**src/rtl/dpram_linebuf.sv**
```systemverilog
// rtl/dpram_linebuf.sv - byte-enabled line buffer with fill port, per-byte dirty tracking and flush sequencer
module dpram_linebuf #(
    parameter int DATA_WIDTH = 32,
    parameter int ADDR_WIDTH = 3
) (
    input  logic                      clk,
    input  logic                      rst,
    input  logic [ADDR_WIDTH-1:0]     a_addr,
    input  logic [DATA_WIDTH/8-1:0]   a_we,
    input  logic [DATA_WIDTH-1:0]     a_di,
    output logic [DATA_WIDTH-1:0]     a_do,
    input  logic                      f_we,
    input  logic [ADDR_WIDTH-1:0]     f_addr,
    input  logic [DATA_WIDTH-1:0]     f_di,
    input  logic                      flush_req,
    output logic                      busy,
    output logic                      flush_done,
    output logic                      fl_valid,
    input  logic                      fl_ready,
    output logic [ADDR_WIDTH-1:0]     fl_addr,
    output logic [DATA_WIDTH-1:0]     fl_data,
    output logic [DATA_WIDTH/8-1:0]   fl_mask
);
    localparam int BYTES = DATA_WIDTH / 8;
    localparam int DEPTH = 2 ** ADDR_WIDTH;

    typedef enum logic [2:0] {
        S_IDLE,
        S_SCAN,
        S_READ,
        S_PRESENT,
        S_DONE
    } state_t;

    state_t                  r_state;
    state_t                  w_state_nxt;
    logic [ADDR_WIDTH-1:0]   r_idx;
    logic [ADDR_WIDTH-1:0]   w_idx_nxt;

    logic [DATA_WIDTH-1:0]   r_mem   [DEPTH];
    logic [BYTES-1:0]        r_dirty [DEPTH];
    logic [BYTES-1:0]        w_dirty_nxt [DEPTH];

    logic [DATA_WIDTH-1:0]   r_do;
    logic [ADDR_WIDTH-1:0]   r_fl_addr;
    logic [DATA_WIDTH-1:0]   r_fl_data;
    logic [BYTES-1:0]        r_fl_mask;

    logic                    w_fill_en;
    logic                    w_accept;
    logic                    w_idx_last;
    logic                    w_idx_dirty;
    logic                    w_a_hits_idx;
    logic [DATA_WIDTH-1:0]   w_a_word;
    logic [DATA_WIDTH-1:0]   w_rd_word;
    logic [BYTES-1:0]        w_rd_mask;

    // Fills are only accepted while the sequencer is idle.
    assign w_fill_en    = f_we && (r_state == S_IDLE);
    assign w_accept     = (r_state == S_PRESENT) && fl_ready;
    assign w_idx_last   = (r_idx == {ADDR_WIDTH{1'b1}});
    assign w_idx_dirty  = |r_dirty[r_idx];
    assign w_a_hits_idx = (a_addr == r_idx);

    // Post-write word at a_addr: fill data first, host bytes on top.
    always_comb begin
        w_a_word = (w_fill_en && (f_addr == a_addr)) ? f_di : r_mem[a_addr];
        for (int b = 0; b < BYTES; b++) begin
            if (a_we[b]) begin
                w_a_word[8*b +: 8] = a_di[8*b +: 8];
            end
        end
    end

    // Capture for the flush view includes a host write landing in the READ cycle.
    always_comb begin
        w_rd_word = r_mem[r_idx];
        w_rd_mask = r_dirty[r_idx];
        if (w_a_hits_idx) begin
            w_rd_mask = r_dirty[r_idx] | a_we;
            for (int b = 0; b < BYTES; b++) begin
                if (a_we[b]) begin
                    w_rd_word[8*b +: 8] = a_di[8*b +: 8];
                end
            end
        end
    end

    always_ff @(posedge clk) begin
        if (w_fill_en) begin
            r_mem[f_addr] <= f_di;
        end
        if (|a_we) begin
            r_mem[a_addr] <= w_a_word;
        end
    end

    always_comb begin
        for (int i = 0; i < DEPTH; i++) begin
            w_dirty_nxt[i] = r_dirty[i];
            if (w_fill_en && (f_addr == ADDR_WIDTH'(i))) begin
                w_dirty_nxt[i] = '0;
            end
            if (w_accept && (r_idx == ADDR_WIDTH'(i))) begin
                w_dirty_nxt[i] = w_dirty_nxt[i] & ~r_fl_mask;
            end
            if (a_addr == ADDR_WIDTH'(i)) begin
                w_dirty_nxt[i] = w_dirty_nxt[i] | a_we;
            end
        end
    end

    always_ff @(posedge clk) begin
        for (int i = 0; i < DEPTH; i++) begin
            if (rst) begin
                r_dirty[i] <= '0;
            end else begin
                r_dirty[i] <= w_dirty_nxt[i];
            end
        end
    end

    always_comb begin
        w_state_nxt = r_state;
        w_idx_nxt   = r_idx;
        case (r_state)
            S_IDLE: begin
                if (flush_req) begin
                    w_state_nxt = S_SCAN;
                    w_idx_nxt   = '0;
                end
            end
            S_SCAN: begin
                if (w_idx_dirty) begin
                    w_state_nxt = S_READ;
                end else if (w_idx_last) begin
                    w_state_nxt = S_DONE;
                end else begin
                    w_idx_nxt = r_idx + 1'b1;
                end
            end
            S_READ: begin
                w_state_nxt = S_PRESENT;
            end
            S_PRESENT: begin
                if (fl_ready) begin
                    if (w_idx_last) begin
                        w_state_nxt = S_DONE;
                    end else begin
                        w_state_nxt = S_SCAN;
                        w_idx_nxt   = r_idx + 1'b1;
                    end
                end
            end
            S_DONE: begin
                w_state_nxt = S_IDLE;
            end
            default: begin
                w_state_nxt = S_IDLE;
            end
        endcase
    end

    always_ff @(posedge clk) begin
        if (rst) begin
            r_state   <= S_IDLE;
            r_idx     <= '0;
            r_do      <= '0;
            r_fl_addr <= '0;
            r_fl_data <= '0;
            r_fl_mask <= '0;
        end else begin
            r_state <= w_state_nxt;
            r_idx   <= w_idx_nxt;
            r_do    <= w_a_word;
            if (r_state == S_READ) begin
                r_fl_addr <= r_idx;
                r_fl_data <= w_rd_word;
                r_fl_mask <= w_rd_mask;
            end
        end
    end

    assign a_do       = r_do;
    assign busy       = (r_state != S_IDLE);
    assign flush_done = (r_state == S_DONE);
    assign fl_valid   = (r_state == S_PRESENT);
    assign fl_addr    = r_fl_addr;
    assign fl_data    = r_fl_data;
    assign fl_mask    = r_fl_mask;

endmodule

```
**config.mk**
```make
export PLATFORM = sky130hd
export DESIGN_NAME = dpram_linebuf
export DESIGN_NICKNAME = d
export VERILOG_FILES = /design/src/rtl/dpram_linebuf.sv
export SDC_FILE = /design/constraint.sdc
export NUM_CORES = 1
export LEC_CHECK = 0
export BUFFER_PORTS_ARGS = -buffer_cell sky130_fd_sc_hd__buf_2
export CORE_MARGIN = 3
export CORE_UTILIZATION = 55
export CTS_CLUSTER_DIAMETER = 150
export CTS_CLUSTER_SIZE = 28
export DETAILED_ROUTE_END_ITERATION = 6
export GPL_ROUTABILITY_DRIVEN = 1
export PLACE_DENSITY = 0.82
export SYNTH_ARGS = -nofsm -noshare
export SYNTH_HDL_FRONTEND = slang
export SYNTH_SLANG_ARGS = --single-unit
```
**constraint.sdc**
```tcl
create_clock -name clk -period 2.8 [get_ports clk]
set_clock_uncertainty 0.1 [all_clocks]
set_input_delay 0.42 -clock clk [delete_from_list [all_inputs] [get_ports clk]]
set_output_delay 0.42 -clock clk [all_outputs]
set_load 0.005 [all_outputs]
```
==> results.sh <==
export IMPL_detail_route_wl_per_cell_um=25.0
export IMPL_cts_hold_buf=0
export IMPL_max_clock_freq_mhz=374
export IMPL_ff2ff_path_depth=6
export IMPL_ant_nets=0
export IMPL_num_vias=16200
export IMPL_synth_top_area_share_pct=38.9
export IMPL_clock_path_buffers=3
export IMPL_crit_path_end_kind="flop"
export IMPL_cts_sinks=368
export IMPL_syn_num_nets=1917
export IMPL_drc=0
export IMPL_rrSetupSlack_ns=0.13
export IMPL_status="completed"
export IMPL_tightest_slew_ns=0.783
export IMPL_placed_area_um2=21500
export IMPL_worstPathCellList="or4b_4 > or4_4 > buf_16 > nand3_1 > o2bb2ai_1 > o21ai_0"
export IMPL_clock_latency_ns=0.54
export IMPL_hold_viol=0
export IMPL_min_from="flush_req"
export IMPL_initial_core_util_pct=56.6
export IMPL_setup_viol=0
export IMPL_syn_avg_cell_area_um2=10.8
export IMPL_synth_seq_area_share_pct=50.2
export IMPL_drive_above_1_share_pct=25.2
export IMPL_total_power_mw=11.6
export IMPL_core_area_um2=35000
export IMPL_rsz0062_at_grt="no"
export IMPL_overflow=0
export IMPL_post_route_period_util_pct=95.5
export IMPL_yosysWarningCount=0
export IMPL_antenna_found_initial=9
export IMPL_fp_dieH_um=196
export IMPL_row_count=68
export IMPL_cts_tree="done"
export IMPL_place_hpwl_um=36900
export IMPL_grt_pass1_wl_um=90700
export IMPL_cts_repair_timing_setup_buffer_count=0
export IMPL_start_kind="flop"
export IMPL_holdPathStages=2
export IMPL_worstPathRequired_ns=2.96
export IMPL_globalplace_congestion=0.879
export IMPL_dr_pass1_iters=6
export IMPL_track_usage_pct=30.4
export IMPL_ys_types=46
export IMPL_r2r_end="r_mem[4][20]"
export IMPL_num_io_pins=153
export IMPL_layout_commonest_cell="nand2_1"
export IMPL_htree_levels=1
export IMPL_design_area_um2=22100
export IMPL_cts_made_buffers=17
export IMPL_fill_cells=2583
export IMPL_clk_pin_slew_ns=0.12
export IMPL_synth_seq_cells=368
export IMPL_fin_nets=2006
export IMPL_yosysTopAreaCell="edfxtp_1"
export IMPL_slew_headroom_pct=47.8
export IMPL_cap_violations=0
export IMPL_min_period_ns=2.67
export IMPL_drtIter0Drc=2401
export IMPL_avgViaCountPerCell=6.78
export IMPL_die_x_um=196
export IMPL_cp_slowest_stage_delay_ns=0.54
export IMPL_power_leakage_nw=8.18
export IMPL_cts_root_buf="clkbuf_16"
export IMPL_slew_viol_final=0
export IMPL_crit_fanout=26
export IMPL_drt_total_wl_um=59700
export IMPL_grt_pass1_vias=16000
export IMPL_crit_slowest_cell="or4b_4"
export IMPL_port_buffers=152
export IMPL_hp_class="in2reg"
export IMPL_power_density_nw_per_um2=525
export IMPL_area_delta_synth_final_pct=11.8
export IMPL_crit_arrival_ns=2.83
export IMPL_layout_common_cells="375 x nand2_1, 256 x edfxtp_1, 152 x o21ai_1"
export IMPL_synthTopCellsByArea="edfxtp_1 39%, mux4_2 12%, dfxtp_1 11%"
export IMPL_path_class="reg2reg"
export IMPL_synth_cells=1834
export IMPL_vdd_ir_drop_max_uv=362
export IMPL_reg2reg_from="r_state[2]"
export IMPL_dieArea_um2=38300
export IMPL_netlist_area_um2=19800
export IMPL_grt_start_max_net_pins=87
[flip-flops by register name (all words and copies together) (netlist names), named ones only]
signal and count:
r_mem 256, a_do 32, fl_data 32, r_dirty 32
fl_mask 4, fl_addr 3, r_idx 3, r_state 3
[layout make-up]
type                       instances  area, µm²  area share [%]
sequential                       368       9940            44.9
multi-input combinational       1276       9240            41.8
timing repair buffer             251       1830            8.27
tap                              455        569            2.57
clock buffer                      28        467            2.11
clock inverter                     2       38.8           0.175
inverter                           9       33.8           0.153
antenna                            4       10.0          0.0452
[timing repair]
item                       in CTS  in global routing
pin swaps                       0                  2
setup endpoints to repair     228                123
resized for setup               8                  8
cloned                          2                  1
[per-stage QoR]
step	instances	hold slack [ns]	utilization, %	setup WS (ns)	setup TNS, ns
floorplan	1834	0.353	-	0.0129	0
global placement	2356	0.342	61.3	-0.128	-15.47
detailed placement	2356	0.344	61.3	-0.192	-33.19
CTS	2388	0.0352	63.0	0.0250	0
global route	2393	0.0403	63.3	0.0267	0
finish	2393	0.0565	63.3	0.127	0
[routing by layer]
metal  track usage, %  vias up  wire length (µm)
met5                0        -                58
met3             6.30      269              8120
met4             14.4       10              2710
met1             41.2     7684             21400
met2             47.2     1303             27400
li1                 -     6968                 -
[synth_stat cells (all sizes together)]
| library cell | n |
|---|---|
| nor2 | 102 |
| mux4 | 106 |
| a2111oi | 1 |
| a2bb2oi | 1 |
| buf | 65 |
| inv | 9 |
| nand3 | 18 |
| mux2i | 81 |
| and3 | 12 |
| o211ai | 32 |
| a221oi | 1 |
| a41oi | 1 |
| dfxtp | 112 |
| edfxtp | 256 |
| a32oi | 32 |
| or3 | 1 |
| a211oi | 23 |
| or4 | 1 |
| or4b | 1 |
| xor2 | 6 |
| and3b | 2 |
| mux2 | 26 |
| nor2b | 8 |
| a21oi | 82 |
| o2bb2ai | 15 |
| nand2 | 391 |
| a21boi | 13 |
| o21ai | 271 |
| nor3 | 9 |
| nand2b | 4 |
| a311oi | 4 |
| a22oi | 13 |
| or2 | 1 |
| nand4 | 1 |
| nor4 | 2 |
| clkbuf | 118 |
| nor3b | 8 |
| o21bai | 1 |
| ha | 4 |
[cell families after synthesis]
group | share of synthesized area, %
buf+inv | 4.01
fa+ha+maj | 0.253
mux | 17.6
xor+xnor | 0.266
compound gates | 16.0
flops | 50.2
simple gates | 11.6
[report_power, final]
part           switching, mW  leakage [nW]  internal [mW]  total, mW
logic                   1.39          4.66          0.983       2.37
clock network           1.74         0.238           1.19       2.94
registers              0.157          3.29           6.16       6.32
total                   3.29          8.18           8.33       11.6
[critical path, delay by kind of cell, from the launching register on]
family,cells,cell delay (ns)
AOI/OAI and AO/OA,2,0.49
buffers and inverters,1,0.26
DFF,1,0.34
and+or+nand+nor,3,1.19
[worst max path at each step]
stage	from	endpoint	slack (ns)	cells past startpoint
final	r_state[2]	r_mem[4][20]	0.13	6
after global routing	r_state[2]	r_mem[7][12]	0.03	6
after CTS	r_state[2]	r_mem[4][26]	0.03	7
after detailed placement	f_we	r_mem[4][28]	-0.19	7
after global placement	f_we	r_mem[2][28]	-0.13	7
after floorplan	a_addr[0]	r_mem[1][0]	0.01	6
Power figures use the tool's default switching activity.
